`src/rtl/dec_fifo_out.sv`:
```
// Decimating first-word-fall-through output FIFO for the smoothing filter stream.
// It keeps 1 of every i_dec+1 valid samples, buffers them, and records overflow drops.
module dec_fifo_out #(
   parameter int unsigned DW    = 32,
   parameter int unsigned DEPTH = 8,
   parameter int unsigned AW    = 3,
   parameter int unsigned CW    = 8
) (
   input  logic          clk,
   input  logic          rst,
   input  logic [DW-1:0] i_data,
   input  logic          i_valid,
   input  logic [3:0]    i_dec,
   input  logic          i_clr,
   input  logic          i_ready,
   output logic [DW-1:0] o_data,
   output logic          o_valid,
   output logic [AW:0]   o_level,
   output logic          o_ovf,
   output logic [CW-1:0] o_drop
);

   localparam logic [AW:0] FULL_LVL = (AW+1)'(DEPTH);

   logic [3:0]    ph_q,    ph_d;
   logic [AW-1:0] wptr_q,  wptr_d;
   logic [AW-1:0] rptr_q,  rptr_d;
   logic [AW:0]   level_q, level_d;
   logic          ovf_q,   ovf_d;
   logic [CW-1:0] drop_q,  drop_d;
   logic [DW-1:0] mem_q [DEPTH];

   logic keep, pop, push, drop;

   // Decimation, FIFO occupancy and overflow bookkeeping.
   always_comb begin
      ph_d    = ph_q;
      wptr_d  = wptr_q;
      rptr_d  = rptr_q;
      level_d = level_q;
      ovf_d   = ovf_q;
      drop_d  = drop_q;

      keep = i_valid && (ph_q == 4'd0);
      pop  = (level_q != '0) && i_ready;
      // When full, a same-cycle pop frees the slot for the incoming sample.
      push = keep && ((level_q != FULL_LVL) || pop);
      drop = keep && !push;

      if (i_valid) begin
         ph_d = (ph_q >= i_dec) ? 4'd0 : ph_q + 4'd1;
      end

      if (push) wptr_d = wptr_q + AW'(1);
      if (pop)  rptr_d = rptr_q + AW'(1);

      if (push && !pop)      level_d = level_q + (AW+1)'(1);
      else if (pop && !push) level_d = level_q - (AW+1)'(1);

      // A drop in the same cycle as a clear takes precedence over the clear.
      if (drop) begin
         ovf_d  = 1'b1;
         drop_d = i_clr ? CW'(1) : ((drop_q == '1) ? drop_q : drop_q + CW'(1));
      end else if (i_clr) begin
         ovf_d  = 1'b0;
         drop_d = '0;
      end
   end

   always_ff @(posedge clk) begin
      if (rst) begin
         ph_q    <= '0;
         wptr_q  <= '0;
         rptr_q  <= '0;
         level_q <= '0;
         ovf_q   <= 1'b0;
         drop_q  <= '0;
      end else begin
         ph_q    <= ph_d;
         wptr_q  <= wptr_d;
         rptr_q  <= rptr_d;
         level_q <= level_d;
         ovf_q   <= ovf_d;
         drop_q  <= drop_d;
      end
   end

   // Storage is deliberately left uninitialised by reset.
   always_ff @(posedge clk) begin
      if (push) mem_q[wptr_q] <= i_data;
   end

   assign o_data  = mem_q[rptr_q];
   assign o_valid = (level_q != '0);
   assign o_level = level_q;
   assign o_ovf   = ovf_q;
   assign o_drop  = drop_q;

endmodule

```
`config.mk`:
```
export PLATFORM = sky130hd
export DESIGN_NAME = dec_fifo_out
export DESIGN_NICKNAME = d
export VERILOG_FILES = /design/src/rtl/dec_fifo_out.sv
export SDC_FILE = /design/constraint.sdc
export NUM_CORES = 1
export LEC_CHECK = 0
export BUFFER_PORTS_ARGS = -buffer_cell sky130_fd_sc_hd__buf_4
export CAP_MARGIN = 20
export CORE_ASPECT_RATIO = 2
export CORE_MARGIN = 3
export CORE_UTILIZATION = 45
export DETAILED_ROUTE_END_ITERATION = 10
export GPL_TIMING_DRIVEN = 0
export SETUP_SLACK_MARGIN = 0.4
export SYNTH_ARGS = -nofsm -noshare
export SYNTH_HDL_FRONTEND = slang
export SYNTH_SLANG_ARGS = --single-unit
```
`constraint.sdc`:
```
create_clock -name clk -period 10.7 [get_ports clk]
set_input_delay 2.14 -clock clk [delete_from_list [all_inputs] [get_ports clk]]
set_output_delay 2.14 -clock clk [all_outputs]
set_load 0.01 [all_outputs]
```
; ---- Word level (Yosys, flattened, before mapping)
; Memories as Yosys holds them, arrays and structs flattened. A register that Yosys moved wholly into a read port is not among the register bits.
; Index checks and enable logic that the tools add are counted.
[classes]
add_sub_neg = 6
magnitude_cmp = 1
n_eq_ne = 3
muxes = 13
reduce_logical = 14
[op_table]
columns = op, count
row1 = two-way mux 8 bit, 4
row2 = two-way mux 4 bit, 3
row3 = "adder 4 x 1 -> 4 bit, second input constant", 2
row4 = "adder 8 x 1 -> 8 bit, second input constant", 1
row5 = "== test 8 bit, second input constant", 1
row6 = "adder 3 x 1 -> 3 bit, second input constant", 2
row7 = logical AND 1 bit, 6
row8 = two-way mux 3 bit, 2
row9 = greater-or-equal comparator 4 bit, 1
row10 = logical NOT 4 bit, 1
row11 = two-way mux 1 bit, 4
row12 = "inequality test 4 bit, second input constant", 1
row13 = nonzero test 2 bit, 2
row14 = nonzero test 4 bit, 1
row15 = "subtractor 4 x 1 -> 4 bit, second input constant", 1
row16 = logical NOT 1 bit, 2
row17 = "inequality test 2 bit, second input constant", 1
row18 = AND reduction 2 bit, 1
row19 = logical OR 1 bit, 1
[word_totals]
reg_bits = 23
mem_bits_rw = 256
input_bits = 41
out_inout_bits = 46
wordCells = 44
memories = 1
[mem_list]
columns = memory, depth, word_bits, read_ports, rd_clocked_by_memory_dff, wr, line_no
row1 = mem_q, 8, 32, 1, 1, 1, 31  ; logic [DW-1:0] mem_q [DEPTH];

; ---- Longest topological paths before layout
; Gate-level depths: netlist (run 1).
[depth]
depth_word = 8
ltp_mapped = 12
ltp_nobuf = 12

; ---- Worst setup path before layout (run 1)
; OpenSTA, ideal clock, no wires.
[synth_path]
path_type = input -> register
startpoint = input i_valid
endpoint = memory mem_q[0][0] (enable)
setup_time_ps = 501
arrival_ps = 5769
required_ps = 10199
path_slack_ps = 4430
cell_stages = 4
n_path_buf = 1
cell_sequence = buf_4 > and4bb_4 > o21ai_1 > nor4_1
[synth_via]
elab_chain_len = 4
[synth_lines]
columns = element, line_no
row1 = start: declaration, 12  ; input logic i_valid,
row2 = logical AND 1 bit, 44  ; keep = i_valid && (ph_q == 4'd0);
row3 = logical AND 1 bit, 47  ; push = keep && ((level_q != FULL_LVL) || pop);
row4 = two-way mux 1 bit, 90  ; if (push) mem_q[wptr_q] <= i_data;
row5 = two-way mux 1 bit (implied by the code), 90
row6 = end: declaration, 31
; Every way passes these cells.

==> insert_results.sql, run 1 <==
INSERT INTO impl_metrics (metric_group, metric, value, unit) VALUES
('timing', 'totalNegativeSetupSlack', '0', 'ns'),
('global_route', 'largest_net_degree_at_the_start_of_global_routing', '19', ''),
('setup_path', 'max_stage_delay', '0.67', 'ns'),
('logic_synthesis', 'ffs_latches_synth', '282', ''),
('floorplanning', 'placementRows', '80', ''),
('global_route', 'antenna_found_initial', '1', ''),
('clocking', 'cts.htree.levels', '1', ''),
('timing', 'final.min_clock_period', '4.909', 'ns'),
('setup_path', 'reg2reg_launch_point', 'o_level[0]', ''),
('pwr', 'seq_power_share', '0.440', ''),
('setup_path', 'library_cell_contributing_the_largest_single_delay_on_the_critical_path', 'sky130_fd_sc_hd__clkbuf_1', ''),
('outcome', 'run_status', 'finished, final reports clean', ''),
('setup_path', 'worstPathRequired', '8.56', 'ns'),
('setup_path', 'timing.rr.end', 'o_level[3]', ''),
('pwr', 'power.switching', '724.4', 'uW'),
('global_route', 'vias_in_the_first_global_route', '6015', ''),
('global_route', 'grt_first_pass_wirelength', '34880', 'um'),
('setup_path', 'crit_path_end_kind', 'primary output', ''),
('clocking', 'cts_made_buffers', '25', ''),
('pwr', 'sw_frac_of_total', '0.2500', ''),
('logic_synthesis', 'synth-edff-count', '256', ''),
('clocking', 'clk_path_buf_depth', '3', ''),
('clocking', 'cts-root-buf', 'sky130_fd_sc_hd__clkbuf_16', ''),
('pwr', 'comb_power_share', '0.238', ''),
('floorplanning', 'core_region_area', '23920', 'sq um'),
('logic_synthesis', 'synth.yosys.warnings', '0', ''),
('clocking', 'clk_latency', '0.52', 'ns'),
('route', 'drt_iter0_drc', '285', ''),
('final_layout', 'final_layout_size_suffix_gt1_frac', '0.3860', ''),
('clocking', 'cts_tree', 'built', ''),
('place', 'io_buffer_count', '85', ''),
('logic_synthesis', 'asyncSetResetFlopFracSynth', '0', ''),
('logic_synthesis', 'post_synth_num_cell_types', '45', ''),
('timing', 'max_freq', '203.7', 'MHz'),
('timing', 'max-slew-margin-rel', '0.3579', ''),
('floorplanning', 'die_h', '226.8', 'um'),
('pwr', 'power_density', '219.9', 'nW/um^2'),
('floorplanning', 'floorplan.die.width', '116.4', 'um'),
('setup_path', 'critical_path_peak_fanout', '10', ''),
('timing', 'worstMarginPinSlew', '0.9552', 'ns'),
('pwr', 'power.ir.vdd_worst', '0.1124', 'mV'),
('floorplanning', 'floorplan.die_area', '26400', 'sq um'),
('route', 'detail-route-antenna-nets', '0', ''),
('route', 'route.detailed.vias_per_inst', '5.586', ''),
('run', 'maxCapViolations', '0', ''),
('clocking', 'post-cts-setup-buffer-count', '0', ''),
('route', 'route.detailed.wl_per_inst', '23.20', 'um'),
('route', 'remaining_drc_errors', '0', ''),
('global_route', 'globalRouteTotalUtil', '0.1785', ''),
('setup_path', 'arrival', '2.77', 'ns'),
('clocking', 'clkSlewWorstSetupHoldPaths', '0.07', 'ns'),
('place', 'globalplace.congestion', '0.7500', ''),
('setup_path', 'crit_path_frequent_cell', 'sky130_fd_sc_hd__clkbuf_1', ''),
('place', 'place.detailed.hpwl', '15620', 'um'),
('clocking', 'cts_num_sinks', '282', ''),
('setup_path', 'timing.critical_path.from_type', 'flip-flop', ''),
('timing', 'finalCritPeriodShare', '0.4588', ''),
('hold_path', 'hold_path_startpoint', 'o_ovf', ''),
('logic_synthesis', 'synth_nets', '584', ''),
('logic_synthesis', 'ys_seq_area_frac', '0.7483', ''),
('timing', 'finalSetupViolCount', '0', ''),
('route', 'routed_wl', '22550', 'um'),
('logic_synthesis', 'synth_area_per_cell', '20.69', 'sq um'),
('clocking', 'ctsHoldBuffers', '0', ''),
('floorplanning', 'initial_utilization', '0.4585', ''),
('pwr', 'power', '2898', 'uW'),
('route', 'drt_pre_antenna_iters', '4', ''),
('final_layout', 'layout_net_count', '720', ''),
('pwr', 'power.leakage', '0.004338', 'uW'),
('final_layout', 'synthToLayoutAreaGrowth', '20.15', '%'),
('hold_path', 'worstHoldPathType', 'reg -> reg', '');
[critical path: cells and delay by family (launching register included)]
kind                   cells  cell delay [ns]
multiplexers               2             0.71
flip-flops                 1             0.30
buffers and inverters      3             1.23
[Yosys cell counts (2+ instances only)]
master / count / area, sq um
sky130_fd_sc_hd__edfxtp_1: 256 / 7687
sky130_fd_sc_hd__mux4_2: 64 / 1441
sky130_fd_sc_hd__mux2_2: 33 / 371.6
sky130_fd_sc_hd__dfxtp_1: 26 / 520.5
sky130_fd_sc_hd__nor2_1: 19 / 71.32
sky130_fd_sc_hd__clkbuf_1: 15 / 56.30
sky130_fd_sc_hd__ha_1: 12 / 150.1
sky130_fd_sc_hd__nand2_1: 10 / 37.54
sky130_fd_sc_hd__a21oi_1: 8 / 40.04
sky130_fd_sc_hd__inv_1: 8 / 30.03
sky130_fd_sc_hd__a211oi_1: 7 / 52.55
sky130_fd_sc_hd__buf_2: 7 / 35.03
sky130_fd_sc_hd__nor3_1: 7 / 35.03
sky130_fd_sc_hd__xor2_1: 6 / 52.55
sky130_fd_sc_hd__nand2b_1: 5 / 31.28
sky130_fd_sc_hd__mux2i_1: 3 / 30.03
sky130_fd_sc_hd__nand3_1: 3 / 15.01
sky130_fd_sc_hd__o21ai_0: 3 / 15.01
sky130_fd_sc_hd__o31ai_1: 3 / 22.52
sky130_fd_sc_hd__xnor2_1: 3 / 26.28
sky130_fd_sc_hd__nand4_1: 2 / 12.51
sky130_fd_sc_hd__nor4_1: 2 / 12.51
sky130_fd_sc_hd__o211ai_1: 2 / 15.01
sky130_fd_sc_hd__o21ai_1: 2 / 10.01
sky130_fd_sc_hd__o41ai_1: 2 / 17.52
sky130_fd_sc_hd__or3_1: 2 / 12.51
sky130_fd_sc_hd__or4_1: 2 / 15.01
[cell usage in the layout (no fill, tap or decap), types with 10 or more instances in the layout]
cell	n
sky130_fd_sc_hd__buf_4	89
sky130_fd_sc_hd__nor2_1	16
sky130_fd_sc_hd__dfxtp_1	26
sky130_fd_sc_hd__clkbuf_16	25
sky130_fd_sc_hd__nand2_1	10
sky130_fd_sc_hd__clkbuf_1	20
sky130_fd_sc_hd__buf_6	15
sky130_fd_sc_hd__ha_1	12
sky130_fd_sc_hd__mux4_2	64
sky130_fd_sc_hd__edfxtp_1	256
sky130_fd_sc_hd__mux2_2	33
[worst max-delay path by stage]
stage / start / end / slack [ns] / depth (start not counted)
after CTS: flip-flop / o_data[22] / 5.69 / 5
after global placement: i_valid / mem_q[0][17] / 0.77 / 4
final: flip-flop / o_data[22] / 5.79 / 5
after floorplan: i_valid / mem_q[0][0] / 4.43 / 4
after detailed placement: i_valid / mem_q[4][17] / 6.06 / 9
after global routing: flip-flop / o_data[22] / 5.63 / 5
[power groups by stage]
stage	clock [uW]	combinational (uW)	sequential [uW]
2_1_floorplan	0	446	1300
3_3_place_gp	0	684	1300
3_5_place_dp	0	711	1300
4_1_cts	953	714	1280
5_1_grt	995	752	1280
6_report	931	691	1280
[kinds of logic (layout without fill, tap and decap cells)]
logic type / count (synthesis) / after routing / share of synthesized area
multiplexers: 100 / 100 / 0.1680
other: 0 / 1 / 0
AO/OA/AOI/OAI: 33 / 33 / 0.02031
AND/OR/NAND/NOR: 60 / 60 / 0.02818
flip-flops: 282 / 282 / 0.7483
adder cells (fa/ha/maj): 13 / 13 / 0.01551
buffers and inverters: 33 / 187 / 0.01243
XOR/XNOR: 9 / 9 / 0.007187
[state kept, by name, indices dropped and copies added (netlist names), named ones only]
name and count:
mem_q 256, o_drop 8, o_level 4, o_ovf 1, ph_q 4, rptr_q 3
wptr_q 3
[through the flow]
step           area (sq um)  hold WS (ns)  std cells  worst slack (ns)
4_1_cts               13180        0.5115        971             5.691
5_1_grt               13180        0.5606        972             5.629
3_5_place_dp          12330        0.5003        926             6.059
6_report              13180        0.5011        972             5.791
2_1_floorplan         10970        0.4847        530             4.430
3_3_place_gp          11970        0.4609        902            0.7738
[per-layer routing]
layer | wire, um | vias to the layer above | global-route usage
met5 | 0 | - | 0
met4 | 560 | 0 | 0.05732
met3 | 772 | 30 | 0.02324
met2 | 13260 | 122 | 0.3454
met1 | 7958 | 2826 | 0.1959
li1 | - | 2452 | -
[final cells by class]
class / count / area (sq um)
Fill cell: 1868 / 10750
Sequential cell: 282 / 8208
Multi-Input combinational cell: 215 / 2673
Timing Repair Buffer: 109 / 949.7
Clock buffer: 30 / 644.4
Tap cell: 287 / 359.1
Clock inverter: 15 / 205.2
Buffer: 24 / 102.6
Inverter: 9 / 33.78
Antenna cell: 1 / 2.502
Note: power is estimated with default switching activity, not from simulation.
==> run 2: changes to the inputs <==
==> constraint.sdc (replaced) <==
create_clock -name clk -period 4.7 [get_ports clk]
set_input_delay 0.94 -clock clk [delete_from_list [all_inputs] [get_ports clk]]
set_output_delay 0.94 -clock clk [all_outputs]
set_load 0.01 [all_outputs]
==> run 2 against run 1 <==
Effect of this change:
- sequential share of layout area up 0.44 points
- core utilization down 0.39 points
- routed wire length up 0.11%
==> insert_results.sql, run 2 (synthesis results as in run 1) <==
INSERT INTO impl_metrics (metric_group, metric, value, unit) VALUES
('outcome', 'run_status', 'finished, final reports clean', ''),
('setup_path', 'crit_path_cell_trace', 'clkbuf_1 > clkbuf_1 > mux4_2 > mux2_2 > buf_4', ''),
('global_route', 'largest_net_degree_at_the_start_of_global_routing', '21', ''),
('route', 'remaining_drc_errors', '0', ''),
('setup_path', 'timing.critical_path.from_type', 'flip-flop', ''),
('final_layout', 'number_of_cells_in_the_finished_layout_apart_from_fillers', '963', ''),
('clocking', 'clk_latency', '0.52', 'ns'),
('clocking', 'cts_tree', 'built', ''),
('setup_path', 'crit_family', 'buffers and inverters', ''),
('pwr', 'power_density', '488.0', 'nW/um^2'),
('final_layout', 'multi_input_area', '2688', 'sq um'),
('timing', 'fin_worst_skew', '0.01157', 'ns'),
('route', 'drt_iter0_drc', '268', ''),
('timing', 'fin_ws', '0.9496', 'ns'),
('clocking', 'cts_made_buffers', '24', ''),
('timing', 'final.min_clock_period', '3.750', 'ns'),
('setup_path', 'timing.reg2reg.setup_slack', '1.50', 'ns'),
('final_layout', 'fillers', '1851', ''),
('clocking', 'post-cts-setup-buffer-count', '0', ''),
('global_route', 'antenna_found_initial', '1', ''),
('global_route', 'vias_in_the_first_global_route', '5916', ''),
('place', 'dp.cells', '921', ''),
('place', 'globalplace.congestion', '0.7542', ''),
('setup_path', 'arrival', '2.81', 'ns'),
('setup_path', 'path_class', 'reg -> out', ''),
('global_route', 'global_route.peak_usage_layer', 'met2', ''),
('timing', 'max-slew-margin-rel', '0.2654', ''),
('final_layout', 'layout_net_count', '714', ''),
('final_layout', 'synthToLayoutAreaGrowth', '19.30', '%'),
('setup_path', 'critPathBufInv', '3', ''),
('timing', 'final_max_slew_viol_count', '0', ''),
('clocking', 'cts.htree.levels', '1', ''),
('place', 'io_buffer_count', '85', ''),
('clocking', 'clk_path_buf_depth', '3', ''),
('floorplanning', 'core_region_area', '23920', 'sq um'),
('final_layout', 'post-route-cell-area', '13090', 'sq um'),
('clocking', 'clkSlewWorstSetupHoldPaths', '0.07', 'ns'),
('global_route', 'grt_first_pass_wirelength', '34400', 'um'),
('clocking', 'ctsHoldBuffers', '0', ''),
('pwr', 'power.leakage', '0.004277', 'uW'),
('clocking', 'cts_num_sinks', '282', ''),
('timing', 'max_freq', '266.6', 'MHz'),
('route', 'detail-route-antenna-nets', '0', ''),
('clocking', 'cts-root-buf', 'sky130_fd_sc_hd__clkbuf_16', ''),
('place', 'post_placement_worst_setup_slack', '1.038', 'ns'),
('timing', 'finalSetupViolCount', '0', ''),
('floorplanning', 'die_h', '226.8', 'um'),
('final_layout', 'ff_latch_area', '8208', 'sq um'),
('route', 'route.detailed.vias_per_inst', '5.684', ''),
('floorplanning', 'floorplan.die_area', '26400', 'sq um'),
('timing', 'hold_viol_final', '0', ''),
('clocking', 'postCtsResizedCells', '0', ''),
('setup_path', 'critical_path_peak_fanout', '10', ''),
('place', 'place.detailed.hpwl', '15310', 'um'),
('place', 'detailed_place.area', '12330', 'sq um'),
('floorplanning', 'floorplan.die.width', '116.4', 'um'),
('final_layout', 'leading_cell_types_in_the_layout_fill_and_taps_excluded', 'sky130_fd_sc_hd__edfxtp_1 (256), sky130_fd_sc_hd__buf_4 (87), sky130_fd_sc_hd__mux4_2 (64)', ''),
('final_layout', 'final_common_cell', 'sky130_fd_sc_hd__edfxtp_1', ''),
('setup_path', 'worstPathRequired', '3.76', 'ns'),
('global_route', 'global_route.usage.met2', '0.3285', ''),
('global_route', 'grt_remaining_overflow', '0', ''),
('timing', 'rsz0062_at_grt', 'false', ''),
('final_layout', 'largest_register', 'mem_q', ''),
('timing', 'worstMarginPinSlew', '1.096', 'ns'),
('run', 'maxCapViolations', '0', ''),
('route', 'dr_total_vias', '5474', ''),
('floorplanning', 'top_level_ports', '87', ''),
('global_route', 'grt.met3_usage', '0.02751', ''),
('setup_path', 'crit_path_frequent_cell', 'sky130_fd_sc_hd__clkbuf_1', ''),
('final_layout', 'final_layout_size_suffix_gt1_frac', '0.3763', ''),
('pwr', 'power.ir.vdd_worst', '0.2798', 'mV'),
('route', 'routed_wl', '22570', 'um'),
('floorplanning', 'initial_utilization', '0.4585', ''),
('global_route', 'globalRouteTotalUtil', '0.1767', ''),
('setup_path', 'max_stage_delay', '0.64', 'ns'),
('floorplanning', 'placementRows', '80', ''),
('setup_path', 'crit_path_end_kind', 'primary output', ''),
('setup_path', 'library_cell_contributing_the_largest_single_delay_on_the_critical_path', 'sky130_fd_sc_hd__clkbuf_1', ''),
('global_route', 'grt.met1_usage', '0.2045', ''),
('hold_path', 'worstHoldPathType', 'reg -> reg', ''),
('route', 'route.detailed.wl_per_inst', '23.44', 'um'),
('timing', 'finalCritPeriodShare', '0.7979', ''),
('route', 'drt_pre_antenna_iters', '4', ''),
('final_layout', 'largest_register_ffs', '256', '');
-- run 2: cell count changes in the layout (fill, tap and decap cells not counted), sizes merged --
| cell | previous run | this run |
|---|---|---|
| buf | 118 | 113 |
| bufinv | 5 | 2 |
| clkbuf | 45 | 43 |
| clkinv | 8 | 10 |
| clkinvlp | 2 | 1 |
-- run 2: layer usage --
metal | vias up | share of wire
met2 | 117 | 0.58
met5 | - | 0
li1 | 2427 | -
met1 | 2907 | 0.36
met4 | 0 | 0.019
met3 | 23 | 0.039
-- run 2: worst register-to-register path, stage by stage, from the launching register on --
cell                       delay [ns]
sky130_fd_sc_hd__dfxtp_1         0.38
sky130_fd_sc_hd__or3_1           0.45
sky130_fd_sc_hd__o21ai_1         0.58
sky130_fd_sc_hd__inv_2           0.14
sky130_fd_sc_hd__ha_1            0.23
sky130_fd_sc_hd__inv_1           0.14
sky130_fd_sc_hd__ha_1            0.29
sky130_fd_sc_hd__a21oi_1         0.20
sky130_fd_sc_hd__a211oi_1        0.10
sky130_fd_sc_hd__a31oi_1         0.24
sky130_fd_sc_hd__mux2_2          0.36
-- run 2: final timing paths --
check / startpoint / to / cells past startpoint
worst max register to register: o_level[0] / o_level[3] / 10
worst min register to register: o_ovf / o_ovf / 2
worst max-delay path: flip-flop / o_data[3] / 5
worst min-delay path: o_ovf / o_ovf / 2
-- run 2: layout make-up --
| type | count | share of cell area |
|---|---|---|
| Clock buffer | 28 | 0.04867 |
| Antenna cell | 1 | 0.0001912 |
| Sequential cell | 282 | 0.6273 |
| Inverter | 9 | 0.002582 |
| Clock inverter | 13 | 0.008701 |
| Timing Repair Buffer | 104 | 0.07191 |
| Multi-Input combinational cell | 215 | 0.2054 |
| Tap cell | 287 | 0.02744 |
| Buffer | 24 | 0.007841 |
-- run 2: power by group --
group / total [uW] / internal, uW / switching, uW
Combinational: 1570 / 838 / 734
Clock: 1910 / 1080 / 833
Sequential: 2900 / 2850 / 53.2
-- run 2: metrics by stage --
step	hold WS (ns)	setup TNS, ns	utilization	power (uW)
floorplan	0.4847	0	-	3972
global placement	0.4619	-266.42	0.5006	4517
detailed placement	0.4741	0	0.5155	4579
CTS	0.4850	0	0.5469	6490
global route	0.5253	0	0.5470	6672
finish	0.4820	0	0.5470	6386
